**config.mk**
```make
export PLATFORM = sky130hd
export DESIGN_NAME = alu_share_ctrl
export DESIGN_NICKNAME = d
export VERILOG_FILES = /design/src/rtl/alu_share_ctrl_pkg.sv /design/src/rtl/alu_share_ctrl_rr_arb2.sv /design/src/rtl/alu_share_ctrl.sv
export SDC_FILE = /design/constraint.sdc
export NUM_CORES = 1
export LEC_CHECK = 0
export CELL_PAD_IN_SITES_DETAIL_PLACEMENT = 0
export CELL_PAD_IN_SITES_GLOBAL_PLACEMENT = 1
export CORE_MARGIN = 5
export CORE_UTILIZATION = 32
export CTS_CLUSTER_SIZE = 12
export DETAILED_ROUTE_END_ITERATION = 8
export PLACE_DENSITY_LB_ADDON = 0.1
export SYNTH_ARGS = -nofsm -noshare
export SYNTH_HDL_FRONTEND = slang
export SYNTH_SLANG_ARGS = --single-unit
export TNS_END_PERCENT = 50
```
**constraint.sdc**
```tcl
create_clock -name i_clk -period 1.9 [get_ports i_clk]
set_input_delay 0.19 -clock i_clk [delete_from_list [all_inputs] [get_ports i_clk]]
set_output_delay 0.19 -clock i_clk [all_outputs]
set_load 0.05 [all_outputs]
```
**src/rtl/alu_share_ctrl_pkg.sv**
```systemverilog
// Shared constants for the two-requester ALU sharing controller:
// FSM state encoding, opcodes and datapath widths.
package alu_share_ctrl_pkg;

    typedef enum logic [1:0] {
        ST_IDLE = 2'd0,
        ST_EXEC = 2'd1,
        ST_RESP = 2'd2
    } state_e;

    localparam logic [1:0] OP_ADD = 2'd0;
    localparam logic [1:0] OP_MUL = 2'd1;
    localparam logic [1:0] OP_SUB = 2'd2;
    localparam logic [1:0] OP_AND = 2'd3;

    localparam int OPND_W = 4;
    localparam int RES_W  = 8;
    localparam int OP_W   = 2;
    localparam int CNT_W  = 3;

endpackage

```
**src/rtl/alu_share_ctrl_rr_arb2.sv**
```systemverilog
// Two-input round-robin arbiter. On a tie the requester not granted last wins;
// the pointer moves only when a grant is actually issued.
module rr_arb2 (
    input  logic       i_clk,
    input  logic       i_rst,
    input  logic       i_en,
    input  logic [1:0] i_req,
    output logic [1:0] o_gnt
);

    logic       r_last;
    logic [1:0] w_gnt;

    always_comb begin
        w_gnt = 2'b00;
        if (i_en) begin
            case (i_req)
                2'b01:   w_gnt = 2'b01;
                2'b10:   w_gnt = 2'b10;
                2'b11:   w_gnt = r_last ? 2'b01 : 2'b10;
                default: w_gnt = 2'b00;
            endcase
        end
    end

    // Reset value 1 lets requester 0 win the first tie.
    always_ff @(posedge i_clk or posedge i_rst) begin
        if (i_rst)
            r_last <= 1'b1;
        else if (|w_gnt)
            r_last <= w_gnt[1];
    end

    assign o_gnt = w_gnt;

endmodule

```
**src/rtl/alu_share_ctrl.sv**
```systemverilog
// Shares one external ALU between two requesters: arbitrate in IDLE, hold
// operands for ALU_LAT cycles in EXEC, strobe the result for one cycle in RESP.
module alu_share_ctrl
    import alu_share_ctrl_pkg::*;
#(
    parameter int ALU_LAT = 1
) (
    input  logic              i_clk,
    input  logic              i_rst,
    input  logic              i_req0_valid,
    input  logic [OPND_W-1:0] i_req0_a,
    input  logic [OPND_W-1:0] i_req0_b,
    input  logic [OP_W-1:0]   i_req0_op,
    output logic              o_req0_ready,
    input  logic              i_req1_valid,
    input  logic [OPND_W-1:0] i_req1_a,
    input  logic [OPND_W-1:0] i_req1_b,
    input  logic [OP_W-1:0]   i_req1_op,
    output logic              o_req1_ready,
    output logic [OPND_W-1:0] o_alu_a,
    output logic [OPND_W-1:0] o_alu_b,
    output logic [OP_W-1:0]   o_alu_op,
    input  logic [RES_W-1:0]  i_alu_out,
    output logic              o_rsp0_valid,
    output logic              o_rsp1_valid,
    output logic [RES_W-1:0]  o_rsp_data,
    output logic              o_busy
);

    localparam logic [CNT_W-1:0] LAT_INIT = CNT_W'(ALU_LAT);

    state_e             r_state, w_next;
    logic [CNT_W-1:0]   r_cnt;
    logic [OPND_W-1:0]  r_a, r_b;
    logic [OP_W-1:0]    r_op;
    logic               r_sel;
    logic [RES_W-1:0]   r_rsp_data;
    logic [1:0]         w_gnt;
    logic               w_arb_en;
    logic               w_accept;

    assign w_arb_en = (r_state == ST_IDLE) && !i_rst;
    assign w_accept = |w_gnt;

    rr_arb2 u_arb (
        .i_clk (i_clk),
        .i_rst (i_rst),
        .i_en  (w_arb_en),
        .i_req ({i_req1_valid, i_req0_valid}),
        .o_gnt (w_gnt)
    );

    always_ff @(posedge i_clk or posedge i_rst) begin
        if (i_rst)
            r_state <= ST_IDLE;
        else
            r_state <= w_next;
    end

    always_comb begin
        w_next = r_state;
        case (r_state)
            ST_IDLE: if (w_accept) w_next = ST_EXEC;
            ST_EXEC: if (r_cnt <= 3'd1) w_next = ST_RESP;
            ST_RESP: w_next = ST_IDLE;
            default: w_next = ST_IDLE;
        endcase
    end

    always_ff @(posedge i_clk or posedge i_rst) begin
        if (i_rst) begin
            r_cnt      <= '0;
            r_a        <= '0;
            r_b        <= '0;
            r_op       <= '0;
            r_sel      <= 1'b0;
            r_rsp_data <= '0;
        end else begin
            if (w_accept) begin
                r_a   <= w_gnt[1] ? i_req1_a  : i_req0_a;
                r_b   <= w_gnt[1] ? i_req1_b  : i_req0_b;
                r_op  <= w_gnt[1] ? i_req1_op : i_req0_op;
                r_sel <= w_gnt[1];
                r_cnt <= LAT_INIT;
            end else if (r_state == ST_EXEC && r_cnt != '0) begin
                r_cnt <= r_cnt - 3'd1;
            end
            if (r_state == ST_RESP)
                r_rsp_data <= i_alu_out;
        end
    end

    // A registered ALU presents its result on the last EXEC edge itself, so the
    // result is forwarded during RESP and latched there for holding afterwards.
    always_comb begin
        o_busy       = (r_state != ST_IDLE);
        o_rsp0_valid = (r_state == ST_RESP) && !r_sel;
        o_rsp1_valid = (r_state == ST_RESP) &&  r_sel;
        o_rsp_data   = (r_state == ST_RESP) ? i_alu_out : r_rsp_data;
        o_req0_ready = w_gnt[0];
        o_req1_ready = w_gnt[1];
        o_alu_a      = r_a;
        o_alu_b      = r_b;
        o_alu_op     = r_op;
    end

endmodule

```
=== Yosys cells after proc, flatten, opt, wreduce, memory -nomap -nowiden ===
Cells that the tools add are included.

* Register bits: 25
* Bits in latches: 0
* Memory bits (writable): 0
* ROM bits: 0
* Bits of input ports: 32
* Output and inout port bits: 23
* Word-level logic and storage cells: 41
* Memories kept: 0

* Add/sub/neg operators: 1
* Multipliers: 0
* Div/mod/pow operators: 0
* Order comparisons: 1
* Equal/unequal tests: 7
* Shift operators: 0
* Multiplexer cells: 12
* Bitwise operators: 0
* Reductions and logical operators: 12

{| class="wikitable"
|+ Operators with widths
! operator !! number
|-
| $mux W2 || 5
|-
| $mux W4 || 2
|-
| $mux W8 || 1
|-
| $eq A2 B2 Y1 const B || 3
|-
| $mux W3 || 2
|-
| $pmux W2 S3 || 1
|-
| $eq A2 B1 Y1 const B || 2
|-
| $logic_and A1 B1 Y1 || 4
|-
| $ne A2 B2 Y1 const B || 2
|-
| $pmux W2 S2 || 1
|-
| $reduce_bool A2 Y1 || 2
|-
| $le A3 B1 Y1 const B || 1
|-
| $reduce_bool A3 Y1 || 1
|-
| $sub A3 B1 Y3 const B || 1
|-
| $logic_not A1 Y1 || 2
|-
| $logic_not A2 Y1 || 1
|-
| $reduce_and A2 Y1 || 1
|-
| $reduce_or A2 Y1 || 1
|}

=== Logic depth before layout (Yosys ltp) ===
Gate-level depths: netlist of run 1.

* Depth in word-level cells: 6
* Mapped depth: 5
* Gate-level depth less buffers: 5

=== Hierarchy ===
From an unflattened synthesis of run 1, not the netlist that was laid out.

* Cell total of the unflattened synthesis: 107
* Area total of the unflattened synthesis: 1178.6 µm²

{| class="wikitable"
|+ Modules (own cells, without submodules)
! module !! times used !! cells an instance !! area an instance (µm²) !! sequential area each (µm²)
|-
| alu_share_ctrl || 1 || 98 || 1112.3 || 600.6
|-
| rr_arb2 || 1 || 9 || 66.3 || 26.3
|}

=== Worst setup path after synthesis of run 1 ===
No wires, ideal clock.

* Path type: flip-flop to flip-flop
* From: register r_state[0]
* To: register r_sel
* Setup time: 0.068 ns
* Arrival: 1.669 ns
* Required time: 1.832 ns
* Slack: 0.163 ns
* Stages on the path, launching flop included: 4
* Path buffers: 0
* Clock period less this slack: 1.737 ns
* Path through: dfrtp_1 > or3_1 > nor2_1 > a21o_1

* Cells in the longest elaborated chain, start to end: 4

{| class="wikitable"
|+ RTL lines
! what !! line !! RTL
|-
| start: declaration || alu_share_ctrl.sv:32 || <nowiki>state_e r_state, w_next;</nowiki>
|-
| start signal: assignment || alu_share_ctrl.sv:57 || <nowiki>r_state <= w_next;</nowiki>
|-
| $logic_not A2 Y1 * || alu_share_ctrl.sv:42 || <nowiki>assign w_arb_en = (r_state == ST_IDLE) && !i_rst;</nowiki>
|-
| $logic_and A1 B1 Y1 * || alu_share_ctrl.sv:42 ||
|-
| $mux W2 * || alu_share_ctrl_rr_arb2.sv:16 || <nowiki>if (i_en) begin</nowiki>
|-
| named net o_req1_ready || alu_share_ctrl.sv:19 || <nowiki>output logic o_req1_ready,</nowiki>
|-
| $reduce_or A2 Y1 || alu_share_ctrl.sv:43 || <nowiki>assign w_accept = |w_gnt;</nowiki>
|-
| end signal: assignment || alu_share_ctrl.sv:83 || <nowiki>r_sel <= w_gnt[1];</nowiki>
|-
| end: declaration || alu_share_ctrl.sv:36 || <nowiki>logic r_sel;</nowiki>
|}

The timed path passes the listed nets; every way through them passes the cells marked *.
A chain may end at the register's enable or synchronous reset.

=== Worst setup path after layout of run 1 ===
* From: register r_state[0]
* To: output port o_req1_ready

* Cells in the longest elaborated chain, start to end: 3

{| class="wikitable"
|+ RTL lines
! what !! line
|-
| $logic_not A2 Y1 || alu_share_ctrl.sv:42
|-
| $logic_and A1 B1 Y1 || alu_share_ctrl.sv:42
|-
| $mux W2 || alu_share_ctrl_rr_arb2.sv:16
|-
| end: declaration || alu_share_ctrl.sv:19
|}

No other way between the ends.

==> results.txt, run 1 <==
ratio of cells with drive above 1 in the final layout = 0.205
commonest non-fill, non-tap cell in the layout = clkdlybuf4s50_1
GRT Resource Usage Total = 0.133
Post-Synthesis Net Count = 154
Gate Count Post-Synth = 119
Min Hold Slack = 0.257 ns
status = complete, no violations
worst slack at placement = 0.170 ns
Logic pwr share = 0.643
fin crit period = 1.79 ns
post-synthesis sequential area ratio = 0.514
clock-pin slew on the worst setup and hold paths = 0.08 ns
GRT overflow = 0
Avg Cell Area, Syn = 10.3 um^2
diode count = 0
vias in the first global route = 1212
Vias = 1130
Slew headroom = 0.653
Max Cap Viol = 0
Hold-fix buffers, CTS = 0
Clk pwr share = 0.086
Starting Density = 0.331
IO Count = 55
first-pass GRT wire length = 5.64 mm
Final Skew = 0.00282 ns
RSZ-0062 raised after global routing = false
Setup TNS = 0 ns
final period utilization = 0.940
mapped cell area = 1220 um^2
Routed WL = 3.27 mm
critical path's slowest cell = dfrtp_1
LEAKAGE = 0.000783 uW
Layout Area Growth over Synthesis = 55.0%
Syn. warnings = 0
achievable clock frequency = 560 MHz
nature of the critical path startpoint = register
Sw Share = 0.498
WP data required = 1.71 ns
Setup Crit Path Kind = register to output pin
Detail Placement HPWL = 2.51 mm
Max Slew Vio Count = 0
vias per cell = 5.04
peak supply drop = 0.000673 V
Psw = 1770 uW
endpoint class of the critical path = output pin
CTS Root Cell = clkbuf_8
Worst Path Max Fanout = 5
library cells used by synthesis = 27
DR DRC count = 0
CTS max path bufs = 2
width of the chip = 71.7 um
number of H-tree levels = 1
Core Box Area = 3690 um^2
Hold Vio Cnt, Final = 0
Power Density = 1880 nW/um^2
Worst-Margin Slew = 0.519 ns
IO Port Bufs = 54
Hold WC Path Type = input port to asynchronous set/reset pin
initial antenna violation count = 0
Internal Power = 1780 uW
drt first pass iters = 4
DRT iter0 DRCs = 42
clk_lat worst skew = 0.26 ns
max incr delay on CP = 0.43 ns
number of synthesized register bits = 25
dpl cell area = 1850 um^2
Routed WL per cell = 14.6 um
cts bufs inserted = 3
pin count of the biggest net entering global routing = 16
count of final setup violators = 0
die area = 5150 um^2
final instance area = 1890 um^2
post-CTS resize count = 1
Clock Sinks = 25
crit-path cells = or3_1 > nor2_1 > buf_12
Antenna Nets Post-Route = 0
TritonCTS clock tree = built
Worst Path Arrival = 1.60 ns
setup ws final = 0.113 ns
commonest non-fill, non-tap cells in the layout = clkdlybuf4s50_1, dfrtp_1, buf_4
Setup Fix Bufs, Post-CTS = 0
fin nets = 212
Final GP Congestion = 0.776
die height = 71.7 um
Reg power frac = 0.271
Site Rows = 22
-- metrics by stage --
| step | total power [uW] | util | cells |
|---|---|---|---|
| CTS | 3600 | 0.513 | 224 |
| detailed placement | 3290 | 0.501 | 220 |
| global route | 3780 | 0.513 | 224 |
| finish | 3550 | 0.513 | 224 |
| global placement | 3250 | 0.501 | 220 |
| floorplan | 2520 | - | 119 |
-- state kept, by name, summed over array words and instances (netlist names) --
register / count
o_alu_a: 4
o_alu_b: 4
o_alu_op: 2
r_cnt: 3
r_rsp_data: 8
r_sel: 1
r_state: 2
u_arb.r_last: 1
-- routing by layer --
layer,up-vias,routed length [um],share of wire,GRT usage
li1,538,-,-,-
met1,531,1360,0.42,0.167
met2,59,1590,0.48,0.217
met3,2,303,0.093,0.0379
met4,0,18,0.0055,0.0480
met5,-,0,0,0
-- power groups by stage --
| stage | combinational, uW | clock (uW) | sequential, uW |
|---|---|---|---|
| floorplan | 1220 | 0 | 1300 |
| global placement | 2280 | 0 | 962 |
| detailed placement | 2320 | 0 | 972 |
| CTS | 2310 | 321 | 968 |
| global route | 2440 | 335 | 1000 |
| finish | 2280 | 307 | 962 |
-- layout make-up --
type / instances / area, um^2
fillers: 363 / 1800
repair buffers: 60 / 604
well taps: 48 / 60.1
clock buffers: 4 / 45.0
inverters: 5 / 18.8
flip-flops and latches: 25 / 627
multi-input cells: 82 / 536
-- synth_stat cells (all sizes together) --
master / count / area [um^2]
a21bo: 1 / 10.0
a21boi: 1 / 11.3
a21o: 2 / 15.0
a21oi: 12 / 60.1
a31oi: 10 / 62.6
and2: 2 / 12.5
buf: 5 / 31.3
clkbuf: 2 / 7.51
dfrtp: 24 / 601
dfstp: 1 / 26.3
ha: 3 / 37.5
inv: 5 / 18.8
mux2: 8 / 90.1
nand2: 1 / 3.75
nand2b: 2 / 12.5
nand3: 12 / 60.1
nor2: 2 / 7.51
nor2b: 3 / 18.8
nor3: 2 / 15.0
o21ai: 14 / 70.1
o21ba: 1 / 10.0
or2: 2 / 12.5
or3: 3 / 18.8
or4: 1 / 7.51
-- kinds of logic after synthesis --
family,share of synthesized area
muxes,0.0738
AOI/OAI and AO/OA,0.196
DFF,0.514
adders and majority gates,0.0308
and+or+nand+nor,0.138
buffers and inverters,0.0472
-- critical path: cells and delay by family (launching register included) --
kind / cells / cell delay [ns]
buffers and inverters: 1 / 0.18
DFF: 1 / 0.43
and+or+nand+nor: 2 / 0.71
-- final timing paths --
path | from | endpoint | slack (ns) | cells past startpoint
setup / recovery | r_state[0]$_DFFE_PP0P_ | o_req1_ready | 0.11 | 3
hold / removal | i_rst | o_alu_a[2]$_DFFE_PP0P_ | 0.26 | 2
setup reg to reg | r_state[0]$_DFFE_PP0P_ | o_alu_a[3]$_DFFE_PP0P_ | 0.42 | 3
hold reg to reg | r_rsp_data[7]$_DFF_PP0_ | r_rsp_data[7]$_DFF_PP0_ | 0.50 | 1
max in group asynchronous | i_rst | r_state[0]$_DFFE_PP0P_ | 1.20 | 3
min in group i_clk | i_req1_b[1] | o_alu_b[1]$_DFFE_PP0P_ | 0.50 | 3
Power figures use the tool's default switching activity.
==> run 2, diff against run 1 <==
- SETUP_SLACK_MARGIN: default -> 0.02
==> results of run 2 <==
Same layout as run 1: the final DEF is identical, and so are final timing and power.
==> run 3, diff against run 2 <==
- CORE_UTILIZATION: 32 -> 27
- HOLD_SLACK_MARGIN: default -> 0.06
- clock period: 1.9 -> 1.6 ns (I/O delays scaled with it)
==> results.txt, run 3 (synthesized netlist as in run 1, its figures left out) <==
final period utilization = 1.03
DR DRC count = 0 (unchanged)
RSZ-0062 raised after global routing = true (was false)
cts bufs inserted = 3 (unchanged)
WP data required = 1.44 ns (was 1.71 ns)
Worst Path Max Fanout = 4 (was 5)
drt first pass iters = 4 (unchanged)
Clock Sinks = 25 (unchanged)
fin nets = 222 (was 212)
width of the chip = 77.2 um (was 71.7 um)
diode count = 0 (unchanged)
Largest register FFs = 8 (unchanged)
CTS max path bufs = 2 (unchanged)
Max Cap Viol = 0 (unchanged)
critical path's slowest cell = dfrtp_1 (unchanged)
ratio of cells with drive above 1 in the final layout = 0.355 (was 0.205)
Power Density = 2290 nW/um^2 (was 1880 nW/um^2)
die area = 5960 um^2 (was 5150 um^2)
vias per cell = 4.87 (was 5.04)
Final GP Congestion = 0.770 (was 0.776)
Vias = 1158 (was 1130)
Final Util = 0.480 (was 0.513)
Layout Area Growth over Synthesis = 71.5% (was 55.0%)
worst slack at placement = -0.0714 ns (was 0.170 ns)
CP delay by family, top = simple AND/OR/NAND/NOR gates (unchanged)
Setup TNS = -0.277 ns (was 0 ns)
Logic pwr share = 0.685 (was 0.643)
Antenna Nets Post-Route = 0 (unchanged)
commonest non-fill, non-tap cells in the layout = clkdlybuf4s50_1, dfrtp_1, buf_4 (unchanged)
Worst Path Arrival = 1.48 ns (was 1.60 ns)
Slew headroom = 0.737 (was 0.653)
status = finished, violations left (was complete, no violations)
LEAKAGE = 0.000896 uW (was 0.000783 uW)
Sw Share = 0.475 (was 0.498)
Final Skew = 0.00245 ns (was 0.00282 ns)
number of H-tree levels = 1 (unchanged)
IO Count = 55 (unchanged)
crit-path cells = buf_4 > or3_4 > nor2_4 > buf_12 (was or3_1 > nor2_1 > buf_12)
Setup Crit Path Kind = register to output pin (unchanged)
Reg power frac = 0.236 (was 0.271)
peak supply drop = 0.000875 V (was 0.000673 V)
Routed WL per cell = 15.0 um (was 14.6 um)
first-pass GRT wire length = 5.99 mm (was 5.64 mm)
initial antenna violation count = 0 (unchanged)
fin crit period = 1.64 ns
achievable clock frequency = 608 MHz
Worst-Margin Slew = 0.394 ns (was 0.519 ns)
vias in the first global route = 1243 (was 1212)
Internal Power = 2510 uW (was 1780 uW)
die height = 77.2 um (was 71.7 um)
Max Slew Vio Count = 0 (unchanged)
GRT overflow = 0 (unchanged)
nature of the critical path startpoint = register (unchanged)
clk_lat worst skew = 0.26 ns (about the same)
IO Port Bufs = 54 (unchanged)
Most flops, register = r_rsp_data (unchanged)
GRT Resource Usage Total = 0.121 (was 0.133)
clock-pin slew on the worst setup and hold paths = 0.09 ns (was 0.08 ns)
Psw = 2270 uW (was 1770 uW)
Hold-fix buffers, CTS = 0 (unchanged)
failing checks = setup timing
Clk pwr share = 0.079 (was 0.086)
critical path buffer and inverter count = 2 (was 1)
endpoint class of the critical path = output pin (unchanged)
Site Rows = 24 (was 22)
commonest non-fill, non-tap cell in the layout = clkdlybuf4s50_1 (unchanged)
Core Box Area = 4350 um^2 (was 3690 um^2)
Hold Vio Cnt, Final = 0 (unchanged)
Detail Placement HPWL = 2.62 mm (was 2.51 mm)
CTS Root Cell = clkbuf_8 (unchanged)
max incr delay on CP = 0.40 ns (was 0.43 ns)
Starting Density = 0.280 (was 0.331)
setup ws final = -0.0442 ns (was 0.113 ns)
DRT iter0 DRCs = 25 (was 42)
pin count of the biggest net entering global routing = 18 (was 16)
Hold WC Path Type = input port to asynchronous set/reset pin (unchanged)
count of final setup violators = 9 (was 0)
TritonCTS clock tree = built (unchanged)
Routed WL = 3.57 mm (was 3.27 mm)
run 3: cell types whose count changed in the layout (fill, tap and decap cells not counted), sizes merged:
cell	delta
buf	+21
clkbuf	-1
clkdlybuf4s50	-10
clkinv	+1
dlygate4sd2	-1
run 3: layout make-up:
type                    count  area (um^2)
clock inverters             1         5.00
inverters                   5         18.8
well taps                  52         65.1
multi-input cells          82          603
fillers                   403         2260
repair buffers             70          732
clock buffers               3         41.3
flip-flops and latches     25          627
run 3: final timing paths:
check / start / to / slack [ns] / cells past startpoint
hold / removal: i_rst / o_alu_a[1]$_DFFE_PP0P_ / 0.30 / 2
max in group asynchronous: i_rst / r_rsp_data[6]$_DFF_PP0_ / 0.83 / 3
hold reg to reg: r_cnt[2]$_DFFE_PP0P_ / r_state[1]$_DFFE_PP0P_ / 0.51 / 1
setup / recovery: r_state[0]$_DFFE_PP0P_ / o_req1_ready / -0.04 / 4
setup reg to reg: r_state[0]$_DFFE_PP0P_ / o_alu_b[2]$_DFFE_PP0P_ / 0.09 / 5
min in group i_clk: i_req1_op[1] / o_alu_op[1]$_DFFE_PP0P_ / 0.47 / 3
run 3: per-stage QoR:
stage / std cells / hold slack, ns / instance area (um^2) / total power [uW]
2_1_floorplan: 119 / 0.187 / 1220 / 2990
3_3_place_gp: 228 / 0.481 / 1860 / 3840
3_5_place_dp: 228 / 0.485 / 1860 / 3880
4_1_cts: 238 / 0.292 / 2070 / 4770
5_1_grt: 238 / 0.339 / 2090 / 5090
6_report: 238 / 0.296 / 2090 / 4780
run 3: worst register-to-register path: cells and delay by family (launching register included):
| family | cells | cell delay [ns] |
|---|---|---|
| buffers and inverters | 2 | 0.35 |
| AOI/OAI and AO/OA | 2 | 0.24 |
| and+or+nand+nor | 1 | 0.40 |
| DFF | 1 | 0.40 |
run 3: metal layers:
layer  track usage  vias to the layer above  part of all wire
met2         0.190                       28              0.49
met3        0.0281                        2             0.046
met4        0.0344                        0            0.0050
li1              -                      565                 -
met1         0.166                      563              0.46
met5             0                        -                 0
run 3: repair_timing:
item,in CTS,in global routing
pin swaps,1,1
resized for setup,35,13
gates cloned,1,0
setup buffers,5,0
setup endpoints to repair,11,22
run 3: power groups by stage:
| stage | clock network [uW] | logic, uW | registers [uW] |
|---|---|---|---|
| after detailed placement | 0 | 2740 | 1150 |
| after floorplan | 0 | 1450 | 1540 |
| after global placement | 0 | 2700 | 1140 |
| final | 376 | 3280 | 1130 |
| after global routing | 414 | 3490 | 1180 |
| after CTS | 400 | 3240 | 1130 |
